--- config.mk ---
export PLATFORM = sky130hd
export DESIGN_NAME = muldiv_sequencer
export DESIGN_NICKNAME = d
export VERILOG_FILES = /design/src/rtl/muldiv_sequencer.sv
export SDC_FILE = /design/constraint.sdc
export NUM_CORES = 1
export LEC_CHECK = 0
export CAP_MARGIN = 5
export CORE_ASPECT_RATIO = 0.9
export CORE_MARGIN = 2
export CORE_UTILIZATION = 35
export DETAILED_ROUTE_END_ITERATION = 10
export GPL_TIMING_DRIVEN = 0
export HOLD_SLACK_MARGIN = 0.02
export SYNTH_ARGS = -nofsm -noshare
export SYNTH_HDL_FRONTEND = slang
export SYNTH_SLANG_ARGS = --single-unit
--- constraint.sdc ---
create_clock -name Clk -period 7.41 [get_ports Clk]
set_input_delay 1.8525 -clock Clk [delete_from_list [all_inputs] [get_ports Clk]]
set_output_delay 1.8525 -clock Clk [all_outputs]
set_load 0.01 [all_outputs]
--- src/rtl/muldiv_sequencer.sv ---
// -----------------------------------------------------------------------------
// muldiv_sequencer
//
// Multi-cycle multiply/divide unit that owns the HI/LO register pair of the
// 5-stage MIPS pipeline. An op issued from EX is latched as sign flags plus
// operand magnitudes. One radix-2 step (shift-add multiply or restoring
// divide) then runs per cycle for WIDTH cycles. Sign correction is applied
// and HI/LO are written in a final FINISH cycle.
//
// Ports
//   Clk        in   rising-edge clock
//   Reset      in   asynchronous active-high reset
//   Start      in   EX holds mult/multu/div/divu this cycle
//   Op         in   00 mult, 01 multu, 10 div, 11 divu
//   OperandA   in   multiplicand / dividend (rs after forwarding)
//   OperandB   in   multiplier / divisor (rt after forwarding)
//   HiLoRead   in   EX holds mfhi/mflo this cycle
//   Stall      out  combinational pipeline freeze request
//   Busy       out  operation in flight
//   Done       out  one-cycle pulse after HI/LO are written
//   DivByZero  out  valid with Done; divide with OperandB == 0
//   HI         out  product upper half / remainder
//   LO         out  product lower half / quotient
// -----------------------------------------------------------------------------
module muldiv_sequencer #(
    parameter int unsigned WIDTH = 32
) (
    input  logic             Clk,
    input  logic             Reset,
    input  logic             Start,
    input  logic [1:0]       Op,
    input  logic [WIDTH-1:0] OperandA,
    input  logic [WIDTH-1:0] OperandB,
    input  logic             HiLoRead,
    output logic             Stall,
    output logic             Busy,
    output logic             Done,
    output logic             DivByZero,
    output logic [WIDTH-1:0] HI,
    output logic [WIDTH-1:0] LO
);

    localparam int unsigned CW = (WIDTH > 1) ? $clog2(WIDTH) : 1;

    typedef enum logic [1:0] {
        IDLE,
        RUN,
        FINISH
    } state_t;

    state_t             state_q;
    logic [CW-1:0]      count_q;
    logic               is_div_q;
    logic               sign_a_q;
    logic               sign_b_q;
    logic [WIDTH-1:0]   mag_a_q;
    logic [WIDTH-1:0]   mag_b_q;
    // Multiply: {partial product upper, remaining multiplier bits}.
    // Divide:   {partial remainder, dividend bits shifting into quotient}.
    logic [2*WIDTH-1:0] acc_q;
    logic [WIDTH-1:0]   hi_q;
    logic [WIDTH-1:0]   lo_q;
    logic               done_q;
    logic               dbz_q;

    logic               sign_a_in;
    logic               sign_b_in;
    logic [WIDTH-1:0]   mag_a_in;
    logic [WIDTH-1:0]   mag_b_in;

    logic [WIDTH:0]     mul_sum;
    logic [2*WIDTH-1:0] mul_step;
    logic [2*WIDTH:0]   div_shift;
    logic [WIDTH:0]     div_top;
    logic [WIDTH:0]     div_diff;
    logic [2*WIDTH-1:0] div_step;
    logic [2*WIDTH-1:0] acc_d;

    logic [2*WIDTH-1:0] prod;
    logic [WIDTH-1:0]   quot;
    logic [WIDTH-1:0]   rem;
    logic               dbz_d;
    logic [WIDTH-1:0]   hi_d;
    logic [WIDTH-1:0]   lo_d;

    // Operand capture: unsigned ops (Op[0]=1) never flag a sign.
    always_comb begin
        sign_a_in = ~Op[0] & OperandA[WIDTH-1];
        sign_b_in = ~Op[0] & OperandB[WIDTH-1];
        mag_a_in  = sign_a_in ? -OperandA : OperandA;
        mag_b_in  = sign_b_in ? -OperandB : OperandB;
    end

    // One radix-2 iteration.
    always_comb begin
        mul_sum  = {1'b0, acc_q[2*WIDTH-1:WIDTH]} + (acc_q[0] ? {1'b0, mag_a_q} : '0);
        mul_step = {mul_sum, acc_q[WIDTH-1:1]};

        // The shifted remainder needs WIDTH+1 bits; it is always < 2*|B|.
        div_shift = {acc_q, 1'b0};
        div_top   = div_shift[2*WIDTH:WIDTH];
        div_diff  = div_top - {1'b0, mag_b_q};
        if (div_top >= {1'b0, mag_b_q}) begin
            div_step = {div_diff[WIDTH-1:0], div_shift[WIDTH-1:1], 1'b1};
        end else begin
            div_step = div_shift[2*WIDTH-1:0];
        end

        acc_d = is_div_q ? div_step : mul_step;
    end

    // Sign correction and final HI/LO values.
    always_comb begin
        prod  = (sign_a_q ^ sign_b_q) ? -acc_q : acc_q;
        quot  = (sign_a_q ^ sign_b_q) ? -acc_q[WIDTH-1:0] : acc_q[WIDTH-1:0];
        rem   = sign_a_q ? -acc_q[2*WIDTH-1:WIDTH] : acc_q[2*WIDTH-1:WIDTH];
        dbz_d = is_div_q && (mag_b_q == '0);
        if (!is_div_q) begin
            hi_d = prod[2*WIDTH-1:WIDTH];
            lo_d = prod[WIDTH-1:0];
        end else if (dbz_d) begin
            // Rebuild the raw dividend from sign and magnitude.
            hi_d = sign_a_q ? -mag_a_q : mag_a_q;
            lo_d = '1;
        end else begin
            hi_d = rem;
            lo_d = quot;
        end
    end

    always_ff @(posedge Clk or posedge Reset) begin
        if (Reset) begin
            state_q  <= IDLE;
            count_q  <= '0;
            is_div_q <= 1'b0;
            sign_a_q <= 1'b0;
            sign_b_q <= 1'b0;
            mag_a_q  <= '0;
            mag_b_q  <= '0;
            acc_q    <= '0;
            hi_q     <= '0;
            lo_q     <= '0;
            done_q   <= 1'b0;
            dbz_q    <= 1'b0;
        end else begin
            done_q <= 1'b0;
            dbz_q  <= 1'b0;
            case (state_q)
                IDLE: begin
                    if (Start) begin
                        is_div_q <= Op[1];
                        sign_a_q <= sign_a_in;
                        sign_b_q <= sign_b_in;
                        mag_a_q  <= mag_a_in;
                        mag_b_q  <= mag_b_in;
                        acc_q    <= Op[1] ? {{WIDTH{1'b0}}, mag_a_in}
                                          : {{WIDTH{1'b0}}, mag_b_in};
                        count_q  <= CW'(WIDTH - 1);
                        state_q  <= RUN;
                    end
                end
                RUN: begin
                    acc_q   <= acc_d;
                    count_q <= count_q - CW'(1);
                    if (count_q == '0) begin
                        state_q <= FINISH;
                    end
                end
                FINISH: begin
                    hi_q    <= hi_d;
                    lo_q    <= lo_d;
                    done_q  <= 1'b1;
                    dbz_q   <= dbz_d;
                    state_q <= IDLE;
                end
                default: state_q <= IDLE;
            endcase
        end
    end

    assign Busy      = (state_q != IDLE);
    assign Stall     = Busy & (HiLoRead | Start);
    assign Done      = done_q;
    assign DivByZero = dbz_q;
    assign HI        = hi_q;
    assign LO        = lo_q;

endmodule

# --- After elaboration in Yosys (flattened, before gate mapping) ---
# Cells that the tools add are included.
op_classes:
  addsub: 9
  order_cmp: 1
  eq_ne: 4
  n_mux: 23
  bitwise: 6
  reduce_logical: 9
ops:
  columns: ["cell", "n"]
  rows:
  - ["$mux W32", 11]
  - ["$mux W64", 4]
  - ["$neg A32 Y32", 5]
  - ["$pmux W64 S2", 1]
  - ["$neg A64 Y64", 1]
  - ["$add A32 B32 Y33", 1]
  - ["$ge A33 B32 Y1", 1]
  - ["$logic_not A32 Y1", 1]
  - ["$sub A32 B32 Y32", 1]
  - ["$pmux W5 S2", 1]
  - ["$reduce_and A2 Y1", 3]
  - ["$logic_not A5 Y1", 1]
  - ["$mux W5", 1]
  - ["$sub A5 B1 Y5 const B", 1]
  - ["$mux W2", 2]
  - ["$ne A2 B2 Y1 const B", 2]
  - ["$pmux W2 S2", 1]
  - ["$reduce_bool A2 Y1", 2]
  - ["$and A1 B1 Y1", 3]
  - ["$eq A2 B1 Y1 const B", 1]
  - ["$eq A2 B2 Y1 const B", 1]
  - ["$logic_not A2 Y1", 1]
  - ["$mux W1", 2]
  - ["$logic_and A1 B1 Y1", 1]
  - ["3 further kinds", 3]
word_totals:
  register_bits: 204
  in_bits: 70
  output_inout_bits: 68
  elab_cells: 64

# --- Depth between registers and ports, before layout ---
# Gate-level depths: netlist (run 1).
logic_depth:
  ltp_word: 6
  mapped_depth: 16
  depth_no_buf: 14

# --- Least setup slack after synthesis (run 1) ---
# Ideal clock, no wire load.
synth_path:
  path_type: "input to register"
  startpoint: "input OperandB[5]"
  endpoint: "register acc_q[26]"
  setup_ns: 0.118
  t_arrival_ns: 3.772
  t_required_ns: 7.292
  setup_slack_ns: 3.520
  cell_stages: 9
  path_buffers: 0
  path_cell_list: "nor4_1 > nor2b_1 > nand2_1 > nor4_2 > nand3_1 > o41ai_1 > xor2_1 > mux2i_1 > a21o_1"
synth_via:
  elab_chain_len: 5
synth_rtl:
  columns: ["element", "line_no", "source"]
  rows:
  - ["start: declaration", "33", "input logic [WIDTH-1:0] OperandB,"]
  - ["$neg A32 Y32", "91", "mag_b_in = sign_b_in ? -OperandB : OperandB;"]
  - ["$mux W32", "91", null]
  - ["$mux W32", "156", "acc_q <= Op[1] ? {{WIDTH{1'b0}}, mag_a_in}"]
  - ["$mux W64", "150", "if (Start) begin"]
  - ["$pmux W64 S2", "148", "case (state_q)"]
  - ["end signal: assignment", "156", null]
  - ["end: declaration", "60", "logic [2*WIDTH-1:0] acc_q;"]
# No other way between the ends. The select of a mux whose other input is x is not followed.
# A chain may end at the register's enable or synchronous reset.

# --- Worst setup path after layout (run 1) ---
layout_path:
  startpoint: "register acc_q[0]"
  endpoint: "register acc_q[63]"
layout_via:
  elab_chain_len: 4
layout_rtl:
  columns: ["element", "line_no", "source"]
  rows:
  - ["$mux W32", "96", "mul_sum = {1'b0, acc_q[2*WIDTH-1:WIDTH]} + (acc_q[0] ? {1'b0, mag_a_q} : '0);"]
  - ["$add A32 B32 Y33", "96", null]
  - ["$mux W64", "109", "acc_d = is_div_q ? div_step : mul_step;"]
  - ["$pmux W64 S2", "148", null]
# No other way between the ends.

==> results of run 1 <==
==> cell usage after synthesis (9+ instances only) <==
library cell | count | area [um2]
a221o_1 | 20 | 200
xor2_1 | 97 | 850
nor3_1 | 39 | 195
xnor2_1 | 139 | 1220
o41ai_1 | 15 | 131
and3_1 | 15 | 93.8
clkbuf_1 | 109 | 409
nor2_1 | 167 | 627
nand2_1 | 258 | 968
nand2b_1 | 19 | 119
o21ai_0 | 193 | 966
o211ai_1 | 15 | 113
a22oi_1 | 36 | 270
a21o_1 | 31 | 233
nand3_1 | 36 | 180
o31ai_1 | 31 | 233
a31oi_1 | 29 | 181
buf_1 | 9 | 33.8
ha_1 | 71 | 888
mux2i_1 | 50 | 500
nor4_1 | 26 | 163
nand4_1 | 10 | 62.6
dfrtp_1 | 204 | 5100
o221ai_1 | 23 | 201
or3_1 | 13 | 81.3
inv_1 | 64 | 240
and2_1 | 36 | 225
nor2b_1 | 15 | 93.8
a21oi_1 | 151 | 756
==> flip-flops by register name, summed over array words and instances (netlist names) <==
signal,flops
HI,32
LO,32
state_q,2
acc_q,64
sign_a_q,1
mag_b_q,32
mag_a_q,32
sign_b_q,1
Done,1
DivByZero,1
is_div_q,1
count_q,5
==> area by class of cell <==
type / instances / area [um2] / share of cell area, %
diodes: 1 / 2.50 / 0.0127
plain buffers: 133 / 562 / 2.85
clock buffers: 33 / 676 / 3.42
clock inverters: 10 / 160 / 0.812
inverters: 65 / 248 / 1.26
multi-input cells: 1661 / 10700 / 54.5
flip-flops and latches: 204 / 5100 / 25.9
well taps: 616 / 771 / 3.91
repair buffers: 141 / 1460 / 7.41
==> cell families (layout without fill, tap and decap cells) <==
kind of cell    after synthesis  in the layout  synth area share, %
simple gates                693            693                 20.1
other cells                   0              1                    0
xor+xnor                    236            236                 12.4
compound gates              603            603                 22.9
flops                       204            204                 30.6
fa+ha+maj                    73             73                 5.57
buf+inv                     198            382                 4.84
mux                          56             56                 3.48
==> routing by layer <==
metal  track usage [%]  up-vias  share of wire, %
li1                  -     7703                 -
met1              39.4     8190                45
met2              42.1      689                44
met3              5.74       89               8.8
met4              6.09        0               2.4
met5                 0        -                 0
==> path summary, 6_finish.rpt <==
| path | end | slack (ps) | depth (start not counted) |
|---|---|---|---|
| max | acc_q[63] | 2060 | 16 |
| min | LO[2] | 460 | 2 |
| max reg2reg | acc_q[63] | 2060 | 16 |
| min reg2reg | LO[2] | 460 | 2 |
| max in group asynchronous | LO[24] | 4410 | 5 |
| min in group asynchronous | acc_q[53] | 1780 | 2 |
==> through the flow <==
stage,hold WS [ps],cell area (um2),setup WS [ps],instances,power [mW]
detailed placement,457,18900,1940,2820,8.33
floorplan,446,16700,2910,2063,6.36
global route,486,19700,1780,2863,10.5
finish,464,19700,2060,2864,9.80
CTS,470,19700,2150,2863,9.65
global placement,456,18800,1090,2815,8.26
==> critical path, stage by stage (launching register included) <==
cell      delay [ps]
dfrtp_1          320
clkbuf_1         610
clkbuf_1         530
inv_1            190
nor2_1           130
ha_1             220
inv_1             70
fa_1             410
nor2b_1          170
o31ai_1          130
a21boi_0         420
a311oi_1         330
o31ai_1          710
a21oi_1          250
a21oi_1          410
a31oi_1          180
a41oi_1          190
==> where the power goes <==
group          internal, mW  switching [mW]
Combinational          2.45            3.74
Clock                 0.778           0.521
Sequential             1.53           0.786
==> impl_metrics.env, run 1 <==
export IMPL_status="finished clean"
export IMPL_cts_root_buf="clkbuf_16"
export IMPL_cp_max_fo=10
export IMPL_finalSetupViolCount=0
export IMPL_hp_class="reg -> reg"
export IMPL_start_util_pct=35.6
export IMPL_synth_flop_cell="dfrtp_1"
export IMPL_clockBufferDepth=3
export IMPL_drv_slew=0
export IMPL_synth_edff_count=0
export IMPL_num_rows=75
export IMPL_synth_distinct_cells=86
export IMPL_clock_skew_ps=17.5
export IMPL_worstHoldStart="LO[2]"
export IMPL_drt_iter0_drc=1691
export IMPL_cts_sinks=204
export IMPL_grt_pass1_vias=16000
export IMPL_relSlewSlack_pct=28.7
export IMPL_max_vdd_ir_drop_uv=187
export IMPL_chipHeight_um=211
export IMPL_clkLatencyLatePin_ps=560
export IMPL_fin_util_pct=42.1
export IMPL_synthesis_area_mm2=0.0167
export IMPL_worst_slew_pin_slew_ps=1070
export IMPL_final_cell_mix="nand2_1 (258), dfrtp_1 (204), o21ai_0 (193)"
export IMPL_cts_hold_buf=0
export IMPL_start_kind="flop"
export IMPL_overflow=0
export IMPL_fin_crit_sh_pct=72.3
export IMPL_syn_num_nets=2206
export IMPL_power_leakage_nw=8.04
export IMPL_die_x_um=234
export IMPL_fmax_mhz=187
export IMPL_r2r_start="acc_q[0]"
export IMPL_grt_use_total_pct=27.4
export IMPL_viasPerCell=5.82
export IMPL_hold_viol=0
export IMPL_dr_pass1_iters=5
export IMPL_ios=138
export IMPL_ys_seq_elements=204
export IMPL_cp_data_required_time_ps=7880
export IMPL_grt_pass1_wl_um=101000
export IMPL_cts_clk_slew_worst_paths_ps=60
export IMPL_layout_commonest_cell="nand2_1"
export IMPL_grt_max_degree=40
export IMPL_synth_async_reset_ratio_pct=100
export IMPL_drcViolationCount=0
export IMPL_critPathKind="reg -> reg"
export IMPL_end_kind="flop"
export IMPL_avgSynthCellArea_um2=8.07
export IMPL_postCtsSetupBuffers=0
export IMPL_tns_ps=0
export IMPL_gp_congestion=0.956
export IMPL_ctsResizeCount=0
export IMPL_yosysWarnings=0
export IMPL_port_buffers=136
export IMPL_antenna_found_initial=0
export IMPL_layout_drive_gt1_share_pct=4.63
export IMPL_antenna_left=0
export IMPL_wire_per_inst_um=23.8
export IMPL_htree_levels=1
export IMPL_rsz0062_at_grt="no"
export IMPL_worstPathArrival_ps=5830
export IMPL_nFillCells=4791
export IMPL_nNetsFinal=2374
export IMPL_fin_crit_ps=5350
export IMPL_dp_hpwl_um=54300
export IMPL_numCtsBuffers=25
export IMPL_num_vias=16700
export IMPL_crit_start="acc_q[0]"
export IMPL_dieArea_mm2=0.0494
export IMPL_core_mm2=0.0468
export IMPL_power_density_mw_per_mm2=497
export IMPL_cts_tree="built"
export IMPL_postSynthCellCount=2063
export IMPL_cap_violations=0
export IMPL_drt_wl_total_um=68300
export IMPL_syn2layout_area_growth_pct=18.5
export IMPL_ys_seq_area_share_pct=30.6
No activity file was read; power rests on OpenSTA's default activity.
==> run 2: changes to the inputs <==
clock period = 4.9 ns   (was 7.41 ns; I/O delays follow)
==> run 2 against run 1 <==
Against the previous run: non-clock buffer count shrank 1; fmax increased by 19%; largest power group unchanged; clock power increased by 52%; count of clock-buffer cells in the layout unchanged; critical endpoint unchanged; utilization about the same; power rose by 51%; largest cell class unchanged.
==> impl_metrics.env, run 2 (synthesis gave the netlist of run 1 again) <==
export IMPL_status="finished clean"
export IMPL_chipHeight_um=211
export IMPL_finalSetupViolCount=0
export IMPL_start_kind="flop"
export IMPL_p_switching_mw=7.64
export IMPL_antenna_left=0
export IMPL_viasPerCell=5.85
export IMPL_gp_congestion=0.956
export IMPL_worstPathArrival_ps=4970
export IMPL_worst_slew_pin_slew_ps=1080
export IMPL_swShare_pct=51.5
export IMPL_end_kind="flop"
export IMPL_drcViolationCount=0
export IMPL_hp_class="reg -> reg"
export IMPL_nNetsFinal=2373
export IMPL_clkLatencyLatePin_ps=560
export IMPL_place_ws_ps=-314
export IMPL_layout_commonest_cell="nand2_1"
export IMPL_fin_crit_sh_pct=91.8
export IMPL_clockBufferDepth=3
export IMPL_cp_max_fo=10
export IMPL_ios=138
export IMPL_hold_viol=0
export IMPL_cts_hold_buf=0
export IMPL_rsz0062_at_grt="no"
export IMPL_antenna_cells=0
export IMPL_largest_register="acc_q"
export IMPL_core_mm2=0.0468
export IMPL_wl_met3_um=6120
export IMPL_p_clk_share_pct=13.2
export IMPL_port_buffers=136
export IMPL_grt_pass1_wl_um=101000
export IMPL_fin_ws_ps=403
export IMPL_die_x_um=234
export IMPL_start_util_pct=35.6
export IMPL_syn2layout_area_growth_pct=18.5
export IMPL_num_rows=75
export IMPL_cts_root_buf="clkbuf_16"
export IMPL_clock_skew_ps=16.9
export IMPL_relSlewSlack_pct=27.3
export IMPL_dp_hpwl_um=54300
export IMPL_power_density_mw_per_mm2=752
export IMPL_critPathKind="reg -> reg"
export IMPL_cts_tree="built"
export IMPL_finalHoldWorstSlack_ps=464
export IMPL_cts_sinks=204
export IMPL_wl_met1_um=30600
export IMPL_grt_pass1_vias=16000
export IMPL_dieArea_mm2=0.0494
export IMPL_fmax_mhz=222
export IMPL_cts_clk_slew_worst_paths_ps=70
export IMPL_overflow=0
export IMPL_met2WireLength_um=29900
export IMPL_wire_per_inst_um=23.9
export IMPL_max_vdd_ir_drop_uv=282
export IMPL_drv_slew=0
export IMPL_fin_crit_ps=4500
export IMPL_p_comb_share_pct=63.0
export IMPL_drt_iter0_drc=1842
export IMPL_cp_data_required_time_ps=5370
export IMPL_internal_power_mw=7.20
export IMPL_highest_layer="met4"
export IMPL_htree_levels=1
export IMPL_cap_violations=0
export IMPL_grt_max_degree=40
export IMPL_final_cell_mix="nand2_1 (258), dfrtp_1 (203), o21ai_0 (193)"
export IMPL_largest_reg_flops=64
export IMPL_layout_drive_gt1_share_pct=4.76
export IMPL_antenna_found_initial=0
export IMPL_num_vias=16700
export IMPL_power_leakage_nw=8.04
export IMPL_numCtsBuffers=25
export IMPL_grt_use_total_pct=27.4
export IMPL_drt_wl_total_um=68300
export IMPL_seq_power_share_pct=23.8
export IMPL_dr_pass1_iters=5
run 2: power groups by stage:
| stage | logic, mW | registers (mW) | clock network, mW |
|---|---|---|---|
| finish | 9.34 | 3.53 | 1.97 |
| global route | 10.2 | 3.57 | 2.05 |
| CTS | 9.16 | 3.46 | 1.98 |
| detailed placement | 9.13 | 3.46 | 0 |
| global placement | 9.05 | 3.45 | 0 |
| floorplan | 6.71 | 2.91 | 0 |
run 2: final timing paths:
| check | startpoint | end | slack (ps) | cells past startpoint |
|---|---|---|---|---|
| setup / recovery | acc_q[0] | acc_q[63] | 400 | 15 |
| hold / removal | LO[2] | LO[2] | 460 | 2 |
| setup reg to reg | acc_q[0] | acc_q[63] | 400 | 15 |
| hold reg to reg | LO[2] | LO[2] | 460 | 2 |
| max in group asynchronous | Reset | LO[24] | 2540 | 5 |
| min in group asynchronous | Reset | acc_q[53] | 1150 | 2 |
run 2: per-stage QoR:
stage	power (mW)	util [%]	std cells	TNS [ps]	area, um2
detailed placement	12.6	40.3	2820	-1090	18900
global route	15.8	42.1	2862	0	19700
global placement	12.5	40.1	2815	-157110	18800
finish	14.8	42.1	2862	0	19700
floorplan	9.62	-	2063	0	16700
CTS	14.6	42.1	2862	0	19700
run 2: cell type report:
class                           instances  area, um2
Clock inverter                         10        160
Buffer                                132        559
Multi-Input combinational cell       1661      10800
Fill cell                            4790      27100
Clock buffer                           33        676
Inverter                               65        248
Sequential cell                       204       5110
Tap cell                              616        771
Timing Repair Buffer                  141       1460
run 2: critical path, stage by stage (launching register included):
cell,delay [ps]
dfrtp_2,570
clkbuf_2,330
inv_1,130
nor2_1,110
ha_1,220
inv_1,70
fa_1,410
nor2b_1,170
o31ai_1,120
a21boi_0,420
a311oi_1,320
o31ai_2,550
a21oi_1,210
a21oi_1,390
a31oi_1,180
a41oi_1,180
run 2: per-layer routing:
metal,vias up,track usage (%)
li1,7705,-
met1,8142,39.3
met2,802,42.1
met3,96,5.74
met4,0,6.09
met5,-,0
run 2: repair_timing:
item / in CTS / in global routing
gates cloned: 0 / 0
pin swaps: 0 / 0
gates resized for setup: 1 / 3
setup endpoints to repair: 7 / 5
buffers inserted: 0 / 0
